`config.mk`:
```
export PLATFORM = sky130hd
export DESIGN_NAME = complex_mult_pipe
export DESIGN_NICKNAME = d
export VERILOG_FILES = /design/src/rtl/complex_mult_pipe.sv
export SDC_FILE = /design/constraint.sdc
export NUM_CORES = 1
export LEC_CHECK = 0
export ABC_AREA = 1
export CAP_MARGIN = 5
export CORE_ASPECT_RATIO = 1.4
export CORE_MARGIN = 5
export CORE_UTILIZATION = 25
export CTS_CLUSTER_DIAMETER = 120
export DETAILED_ROUTE_END_ITERATION = 6
export SLEW_MARGIN = 25
export SYNTH_ARGS = -nofsm -noshare
export SYNTH_HDL_FRONTEND = slang
export SYNTH_SLANG_ARGS = --single-unit
```
`constraint.sdc`:
```
create_clock -name Clk -period 4.39 [get_ports Clk]
set_clock_uncertainty 0.1 [all_clocks]
set_input_delay 0.878 -clock Clk [delete_from_list [all_inputs] [get_ports Clk]]
set_output_delay 0.878 -clock Clk [all_outputs]
set_load 0.01 [all_outputs]
```
`src/rtl/complex_mult_pipe.sv`:
```
// -----------------------------------------------------------------------------
// complex_mult_pipe
//
// Pipelined signed complex multiplier with valid/ready handshakes on both
// sides. Each accepted sample produces P = A*B, or P = A*conj(B) when InConj
// is set. The selection is captured with the operands. Downstream
// backpressure is absorbed by a three-stage elastic pipeline. A stage holds
// its contents while the stage below it cannot accept. Empty stages
// (bubbles) are refilled immediately, so results leave in input order.
//
//   S1 : registers operands {ReA, ImA}, {ReB, ImB} and the conj flag
//   S2 : registers the four W x W signed products ac, bd, ad, bc
//   S3 : registers the Re/Im sums (2W+1 bits, optionally rescaled/saturated)
//
// Optional feature macro: CMULT_SAT_EN
//   undefined : OUT_W = 2W+1. The full-precision sums are output.
//   defined   : OUT_W = W. Each sum x is rescaled by Q(W-1) as
//               (x + 2^(W-2)) >>> (W-1), which rounds half up. The result
//               is then saturated to [-2^(W-1), 2^(W-1)-1]. This is done
//               inside S3, so the latency does not change.
//
// Ports
//   Clk       in   1        rising-edge clock
//   Reset_n   in   1        asynchronous active-low reset; flushes the pipe
//   InValid   in   1        input sample valid
//   InReady   out  1        block accepts the sample this cycle
//   InA       in   2W       operand A = {ReA, ImA}, two's complement
//   InB       in   2W       operand B = {ReB, ImB}, two's complement
//   InConj    in   1        1: multiply by conj(B)
//   OutValid  out  1        result valid
//   OutReady  in   1        downstream accepts the result this cycle
//   OutP      out  2*OUT_W  result {ReP, ImP}, signed; reads 0 while OutValid=0
// -----------------------------------------------------------------------------
module complex_mult_pipe #(
    parameter  int W     = 8,
`ifdef CMULT_SAT_EN
    localparam int OUT_W = W
`else
    localparam int OUT_W = 2 * W + 1
`endif
) (
    input  logic                 Clk,
    input  logic                 Reset_n,
    input  logic                 InValid,
    output logic                 InReady,
    input  logic [2*W-1:0]       InA,
    input  logic [2*W-1:0]       InB,
    input  logic                 InConj,
    output logic                 OutValid,
    input  logic                 OutReady,
    output logic [2*OUT_W-1:0]   OutP
);

    localparam int PW = 2 * W;      // product width
    localparam int SW = 2 * W + 1;  // full-precision sum width

    // Handshake / advance terms
    logic adv1;
    logic adv2;
    logic adv3;

    logic vld_p1_q;
    logic vld_p2_q;
    logic vld_p3_q;

    // Stage 1 state
    logic signed [W-1:0]     a_re_p1_d, a_im_p1_d, b_re_p1_d, b_im_p1_d;
    logic signed [W-1:0]     a_re_p1_q, a_im_p1_q, b_re_p1_q, b_im_p1_q;
    logic                    conj_p1_q;

    // Stage 2 state
    logic signed [PW-1:0]    ac_p2_d, bd_p2_d, ad_p2_d, bc_p2_d;
    logic signed [PW-1:0]    ac_p2_q, bd_p2_q, ad_p2_q, bc_p2_q;
    logic                    conj_p2_q;

    // Stage 3 state
    logic signed [SW-1:0]    ac_x, bd_x, ad_x, bc_x;
    logic signed [SW-1:0]    re_sum, im_sum;
    logic signed [OUT_W-1:0] re_p3_d, im_p3_d;
    logic signed [OUT_W-1:0] re_p3_q, im_p3_q;

`ifdef CMULT_SAT_EN
    localparam logic signed [SW-1:0] RND_BIAS = SW'(1) <<< (W - 2);
    localparam logic signed [SW-1:0] SAT_HI   = SW'(2 ** (W - 1) - 1);
    localparam logic signed [SW-1:0] SAT_LO   = SW'(-(2 ** (W - 1)));

    // Q(W-1) rescale with round-half-up. The bias cannot overflow SW bits:
    // |x| <= 2^(2W-1) and the bias is only 2^(W-2).
    function automatic logic signed [SW-1:0] round_q(input logic signed [SW-1:0] x);
        return (x + RND_BIAS) >>> (W - 1);
    endfunction

    function automatic logic signed [W-1:0] sat_w(input logic signed [SW-1:0] r);
        if (r > SAT_HI) begin
            return SAT_HI[W-1:0];
        end else if (r < SAT_LO) begin
            return SAT_LO[W-1:0];
        end
        return r[W-1:0];
    endfunction
`endif

    // Elastic advance chain. A stage may load when it is empty, or when the
    // stage below it is advancing. InReady is therefore combinational from
    // OutReady, and bubbles collapse.
    assign adv3    = !vld_p3_q || OutReady;
    assign adv2    = !vld_p2_q || adv3;
    assign adv1    = !vld_p1_q || adv2;
    assign InReady = adv1;

    always_ff @(posedge Clk or negedge Reset_n) begin
        if (!Reset_n) begin
            vld_p1_q <= 1'b0;
            vld_p2_q <= 1'b0;
            vld_p3_q <= 1'b0;
        end else begin
            if (adv1) vld_p1_q <= InValid;
            if (adv2) vld_p2_q <= vld_p1_q;
            if (adv3) vld_p3_q <= vld_p2_q;
        end
    end

    // ---- input -> S1 : operand capture --------------------------------------
    assign a_re_p1_d = InA[2*W-1:W];
    assign a_im_p1_d = InA[W-1:0];
    assign b_re_p1_d = InB[2*W-1:W];
    assign b_im_p1_d = InB[W-1:0];

    always_ff @(posedge Clk) begin
        if (adv1 && InValid) begin
            a_re_p1_q <= a_re_p1_d;
            a_im_p1_q <= a_im_p1_d;
            b_re_p1_q <= b_re_p1_d;
            b_im_p1_q <= b_im_p1_d;
            conj_p1_q <= InConj;
        end
    end

    // ---- S1 -> S2 : four partial products -----------------------------------
    // Operands are sign-extended to the product width before multiplying.
    // This makes the product context explicit. (-2^(W-1))^2 = 2^(2W-2)
    // still fits in a 2W-bit signed value.
    assign ac_p2_d = PW'(a_re_p1_q) * PW'(b_re_p1_q);
    assign bd_p2_d = PW'(a_im_p1_q) * PW'(b_im_p1_q);
    assign ad_p2_d = PW'(a_re_p1_q) * PW'(b_im_p1_q);
    assign bc_p2_d = PW'(a_im_p1_q) * PW'(b_re_p1_q);

    always_ff @(posedge Clk) begin
        if (adv2 && vld_p1_q) begin
            ac_p2_q   <= ac_p2_d;
            bd_p2_q   <= bd_p2_d;
            ad_p2_q   <= ad_p2_d;
            bc_p2_q   <= bc_p2_d;
            conj_p2_q <= conj_p1_q;
        end
    end

    // ---- S2 -> S3 : Re/Im sums (+ optional rescale/saturate) ----------------
    // Products are widened by one bit before the add. The sum of two
    // most-negative squares is 2^(2W-1), which does not fit in 2W bits.
    assign ac_x = SW'(ac_p2_q);
    assign bd_x = SW'(bd_p2_q);
    assign ad_x = SW'(ad_p2_q);
    assign bc_x = SW'(bc_p2_q);

    always_comb begin
        re_sum = '0;
        im_sum = '0;
        if (conj_p2_q) begin
            re_sum = ac_x + bd_x;
            im_sum = bc_x - ad_x;
        end else begin
            re_sum = ac_x - bd_x;
            im_sum = ad_x + bc_x;
        end
    end

`ifdef CMULT_SAT_EN
    assign re_p3_d = sat_w(round_q(re_sum));
    assign im_p3_d = sat_w(round_q(im_sum));
`else
    assign re_p3_d = re_sum;
    assign im_p3_d = im_sum;
`endif

    always_ff @(posedge Clk) begin
        if (adv3 && vld_p2_q) begin
            re_p3_q <= re_p3_d;
            im_p3_q <= im_p3_d;
        end
    end

    // ---- S3 -> output -------------------------------------------------------
    // The data registers are not reset. The output is masked with the valid
    // bit, so it reads 0 whenever no result is presented, including straight
    // after reset.
    assign OutValid = vld_p3_q;
    assign OutP     = vld_p3_q ? {re_p3_q, im_p3_q} : '0;

endmodule

```
==> impl_metrics.toml, run 1 <==
[floorplan]
die_w_um = 234
floorplan.rows = 115
design.core.area_um2 = 69900
initial_core_util_pct = 25.1
dieArea_um2 = 75700
io_pins = 73
die_y_um = 324

[placed_design]
dp_hpwl_um = 34900
dp.cells = 3223
gp_congestion = 0.835
port_buffers = 72

[setup_path]
critPathSlowestCell = "fa_1"
cp.required_ns = 4.58
crit_top_cell = "inv_2"
slowest_delay_ns = 0.54
timing.rr.end = "bc_p2_q[12]"
timing_worst_setup_path_type = "reg -> reg"
crit_chain = "buf_6 -> nand2_2 -> inv_2 -> fa_1 -> inv_2 -> fa_1 -> inv_2 -> fa_1 -> inv_2 -> fa_1 -> inv_2 -> ha_4 -> a21oi_4 -> nand2_2 -> a21oi_2 -> nor2_1 -> nor2_1 -> xor2_1"
cp-end-kind = "flip-flop"
ff2ff_path_depth = 18
r2r-start = "a_im_p1_q[3]"
critPathTopFamily = "adder cells"
critPathMaxFanout = 6
critPathArrivalTime_ns = 4.50
worst-path-buf-inv = 6
cp-start-kind = "flip-flop"
r2r_slack_ns = 0.09

[synth]
avgSynthCellArea_um2 = 8.13
synth_cell_types = 40
async_flop_share_pct = 2.22
synth_area_leaders = "fa_1, edfxtp_1, inv_1, ha_1, nand2_1"
yosysWarnings = 0
synth_top_cell_by_area = "fa_1"
yosysMostFrequentCell = "inv_1"
ys_seq_area_share_pct = 23.0
syn_area_um2 = 17600
synth_ff_type = "edfxtp_1"
synthTopCellsByCount = "inv_1, nand2_1, fa_1"
synthesis.instances = 2161
syn-num-nets = 2570
synth-edff-count = 132
ys_seq_elements = 135
yosysTopAreaCellShare_pct = 25.3

[pwr]
p_total_mw = 18.3
leakage_nw = 11.5
ir_drop_uv = 368
cellPowerDensity_nw_per_um2 = 841

[clock_tree]
cts.sinks = 135
cts_buffer_depth = 2
root_buffer = "clkbuf_16"
clk_latency_ns = 0.46
cts_tree = "built"
cts_max_level = 4
numCtsBuffers = 17
clkTransAtPathRegs_ns = 0.06

[route]
via_per_inst = 4.05
ant_nets = 0
wl_per_cell_um = 12.8
drtIter0Drc = 556
via_count = 13300
drcViolationCount = 0
wirelength_um = 42100
firstDrtPassIters = 5

[global_routing]
grt_usage_pct = 11.4
grt_pass1_vias = 13600
antenna_found_initial = 0
grt_pass1_wl_um = 68800
grt_overflow_total = 0
grt_max_degree = 35

[worst_hold_path]
hold_path_depth = 0
hp-start = "conj_p1_q"
hold_path.class = "reg -> reg"
holdPathEnd = "conj_p2_q"

[timing]
hold_violations = 0
rsz0062_at_grt = "yes"
setup_viol = 0
worst_slew_pin_slew_ns = 0.870
slew_violations = 0
relSlewSlack_pct = 42.0
min_period_ns = 4.30
fmax_mhz = 232
min_period_over_period_pct = 98.0

[final_layout]
instances_no_fill = 3282
drive_above_1_share_pct = 14.3
final_net_count = 2743
fillers = 7424
utilization_pct = 31.2
area_delta_synth_final_pct = 24.1
n_antenna_cell = 0

[outcome]
outcome = "complete, no violations"

[job]
drv_cap = 0
==> layout by cell type (no fill, tap or decap), types with 5 or more instances in the layout <==
cell             count
a21oi_1             57
a21oi_2             11
a21oi_4              5
a31oi_1              5
buf_12              11
buf_4              120
buf_6               15
clkbuf_16           17
clkdlybuf4s50_1     72
edfxtp_1           132
fa_1               211
fa_2                11
ha_1               117
ha_4                29
inv_1              596
inv_2               34
inv_6                5
nand2_1            470
nand2_2             21
nand3_1             65
nand3b_1             8
nand4_1              5
nor2_1             110
nor2_2              10
nor2_4               5
nor3_2               6
o21ai_0             24
o21ai_1             11
o21ai_2              7
xnor2_1             33
xor2_1              69
==> power by group <==
part           total, mW  leakage (nW)  switching, mW  internal (mW)
sequential          2.90          1.31          0.323           2.58
combinational       13.8          9.86           7.59           6.25
clock               1.59         0.298          0.632          0.955
total               18.3          11.5           8.54           9.78
==> final cells by class <==
| cell class | instances | area, um^2 | share of cell area (%) |
|---|---|---|---|
| clock buffer | 18 | 429 | 1.97 |
| clock inverter | 13 | 193 | 0.884 |
| inverter | 632 | 2380 | 10.9 |
| multi-input combinational | 1329 | 11600 | 53.0 |
| sequential | 135 | 4040 | 18.5 |
| tap | 936 | 1170 | 5.37 |
| timing repair buffer | 219 | 2030 | 9.30 |
==> registers in the layout (all words and copies together), names as in the netlist <==
name / cells
bd_p2_q: 16
re_p3_q: 17
b_im_p1_q: 8
OutValid: 1
a_im_p1_q: 8
ad_p2_q: 16
conj_p2_q: 1
a_re_p1_q: 8
vld_p2_q: 1
bc_p2_q: 16
ac_p2_q: 16
vld_p1_q: 1
im_p3_q: 17
b_re_p1_q: 8
conj_p1_q: 1
==> how the worst max path moves through the flow <==
stage | from | endpoint | cells after the start
after floorplan | b_im_p1_q[4] | bd_p2_q[15] | 20
final | a_im_p1_q[3] | bc_p2_q[12] | 18
after CTS | a_im_p1_q[7] | bd_p2_q[15] | 18
after detailed placement | b_re_p1_q[2] | bc_p2_q[15] | 18
after global routing | a_im_p1_q[3] | bc_p2_q[12] | 18
after global placement | b_re_p1_q[2] | bc_p2_q[12] | 18
==> timing repair <==
item | CTS | global route
endpoints found under the setup margin | 13 | 30
setup buffers | 8 | 20
pin swaps | 4 | 68
resized for setup | 15 | 164
hold buffers | 0 | 0
==> per-layer routing <==
metal	GRT usage, %	vias up	routed length, um
met1	13.2	6305	16900
met3	1.57	57	1290
met4	4.73	0	1520
met2	21.1	208	22400
li1	-	6719	-
met5	0	-	0
==> kinds of logic (layout without fill, tap and decap cells) <==
kind of cell | count (synthesis) | count (layout) | synth area share, %
buffers and inverters | 697 | 882 | 14.9
and+or+nand+nor | 718 | 718 | 16.6
AOI/OAI and AO/OA | 137 | 137 | 4.34
adders and majority gates | 372 | 372 | 36.0
DFF | 135 | 135 | 23.0
xor gates and xnor gates | 102 | 102 | 5.09
==> stage by stage <==
step	setup TNS, ns	hold slack (ns)	area (um^2)	setup WS, ns
CTS	0	0.389	21000	0.00272
finish	0	0.387	21800	0.0871
detailed placement	-0.639	0.356	20200	-0.121
global route	-0.204	0.405	21800	-0.0613
floorplan	-0.0228	0.300	17600	-0.0228
global placement	-0.491	0.370	20200	-0.112
Power figures use the tool's default switching activity.
==> run 2: changes to the inputs <==
--- a/config.mk
+++ b/config.mk
@@ -9,10 +9,11 @@
 export CAP_MARGIN = 5
 export CORE_ASPECT_RATIO = 1.4
 export CORE_MARGIN = 5
-export CORE_UTILIZATION = 25
+export CORE_UTILIZATION = 50
 export CTS_CLUSTER_DIAMETER = 120
 export DETAILED_ROUTE_END_ITERATION = 6
-export SLEW_MARGIN = 25
+export PLACE_DENSITY = 0.7
+export SLEW_MARGIN = 20
 export SYNTH_ARGS = -nofsm -noshare
 export SYNTH_HDL_FRONTEND = slang
 export SYNTH_SLANG_ARGS = --single-unit
==> run 2 against run 1 <==
The flow now finishes with violations (design-rule violations). Die area shrank 48%. Highest routed layer unchanged. Flip-flop and latch count unchanged. Critical path depth is the same. Count of clock-buffer cells in the layout unchanged. Final cell count shrank 15%. Register-to-register slack lost 0.07 ns. First-iteration DRC count is 9.0% higher. Via count grew 2.8%.
==> impl_metrics.toml, run 2 (synthesized netlist as in run 1, its figures left out) <==
[worst_hold_path]
hold_path_depth = 0
hp-start = "conj_p1_q"
holdPathEnd = "conj_p2_q"
hold_path.class = "reg -> reg"

[final_layout]
reg_top3 = "im_p3_q x17, re_p3_q x17"
area_delta_synth_final_pct = 20.8
layout_common_cells = "inv_1, nand2_1, fa_1"
final_common_cell = "inv_1"
drive_above_1_share_pct = 14.8
final_net_count = 2736
n_antenna_cell = 0

[route]
firstDrtPassIters = 7
wirelength_um = 39700
drtIter0Drc = 606
ant_nets = 0
drcViolationCount = 4
wl_per_cell_um = 14.2
via_count = 13700
via_per_inst = 4.89

[clock_tree]
cts_hold_buf = 0
root_buffer = "clkbuf_16"
cts_max_level = 4
cts_buffer_depth = 2
cts.sinks = 135
clk_latency_ns = 0.45
numCtsBuffers = 17
cts_tree = "built"
clkTransAtPathRegs_ns = 0.06

[job]
drv_cap = 0

[floorplan]
floorplan.rows = 81
dieArea_um2 = 39000
io_pins = 73
initial_core_util_pct = 50.4
die_w_um = 168
design.core.area_um2 = 34900
die_y_um = 232

[setup_path]
cp.required_ns = 4.49
slowest_delay_ns = 0.58
r2r-start = "a_re_p1_q[7]"
timing.rr.end = "ac_p2_q[15]"
cp-end-kind = "flip-flop"
critPathMaxFanout = 8
timing_worst_setup_path_type = "reg -> reg"
r2r_slack_ns = 0.02
cp-start-kind = "flip-flop"
crit_chain = "buf_6 -> nand2_4 -> inv_2 -> fa_2 -> buf_6 -> fa_1 -> inv_2 -> fa_1 -> inv_2 -> fa_1 -> ha_4 -> a21oi_2 -> a21boi_2 -> nand2_1 -> nor2_2 -> inv_1 -> nand2_1 -> nand2_1"
ff2ff_path_depth = 18
critPathSlowestCell = "fa_1"
critPathArrivalTime_ns = 4.48

[outcome]
outcome = "finished with violations"
violations = "design-rule violations"

[placed_design]
port_buffers = 72
gp_congestion = 0.908
dp_hpwl_um = 32300

[global_routing]
grt_usage_pct = 20.8
grt_pass1_wl_um = 65700
grt_max_degree = 38
grt_overflow_total = 0
antenna_found_initial = 0
grt_pass1_vias = 14000

[timing]
worst_slew_pin_slew_ns = 0.981
hold_ws_ns = 0.353
min_period_over_period_pct = 99.6
fmax_mhz = 229
min_period_ns = 4.37
setup_viol = 0
slew_violations = 0
hold_violations = 0
relSlewSlack_pct = 34.5
rsz0062_at_grt = "yes"
-- run 2: cell types whose count changed in the layout (fill, tap and decap cells not counted), moves of 4 or more --
cell	delta
a31oi_1	-4
buf_4	-11
buf_6	+6
inv_1	+4
inv_2	-6
nand2_1	-7
nand2_2	+6
nand3_1	-4
nand3_2	+4
nor2_1	-4
nor2_2	+4
-- run 2: critical path: cells and delay by family, from the launching register on --
kind,cells,cell delay (ns)
AOI/OAI and AO/OA,2,0.34
adders and majority gates,5,2.34
buffers and inverters,6,0.49
DFF,1,0.46
and+or+nand+nor,5,0.36
-- run 2: routing by layer --
| layer | vias to the layer above | global-route usage, % | routed length, um |
|---|---|---|---|
| met1 | 6540 | 24.6 | 15600 |
| li1 | 6711 | - | - |
| met3 | 71 | 2.86 | 1760 |
| met4 | 0 | 5.86 | 987 |
| met2 | 337 | 39.0 | 21300 |
| met5 | - | 0 | 0 |
-- run 2: cell type report --
cell class	count	area, um^2
clock buffer	18	429
clock inverter	14	151
fill	3016	13700
inverter	632	2380
multi-input combinational	1329	11700
sequential	135	4040
tap	456	571
timing repair buffer	212	1980
-- run 2: what timing repair did --
action / 4_1_cts / 5_1_grt
pin swaps: 6 / 76
buffers inserted: 5 / 20
hold endpoints to repair: 0 / 0
gates resized for setup: 14 / 196
setup endpoints to repair: 14 / 31
-- run 2: worst max path at each step --
stage                       startpoint     endpoint  slack [ns]  cells after the start
final                     a_re_p1_q[7]  ac_p2_q[15]        0.02                     18
after global placement    a_re_p1_q[7]  ac_p2_q[15]        -0.1                     19
after global routing      a_re_p1_q[7]  ac_p2_q[15]       -0.15                     18
after CTS                 b_im_p1_q[2]  bd_p2_q[12]       -0.04                     18
after detailed placement  a_re_p1_q[7]  ac_p2_q[15]       -0.20                     19
after floorplan           b_im_p1_q[4]  bd_p2_q[15]       -0.02                     20
-- run 2: stage by stage --
stage	utilization (%)	setup WS (ns)	cell area [um^2]	TNS [ns]	std cells
after global placement	56.2	-0.0981	19600	-0.159	2740
after detailed placement	56.2	-0.200	19600	-0.612	2740
after CTS	58.1	-0.0358	20300	-0.114	2777
final	60.8	0.0164	21200	0	2796
after global routing	60.8	-0.152	21200	-0.517	2796
after floorplan	-	-0.0228	17600	-0.0228	2161
Power of run 2 is not shown: default switching activity piles up to over one toggle a cycle in this logic, so the estimate is an artifact.
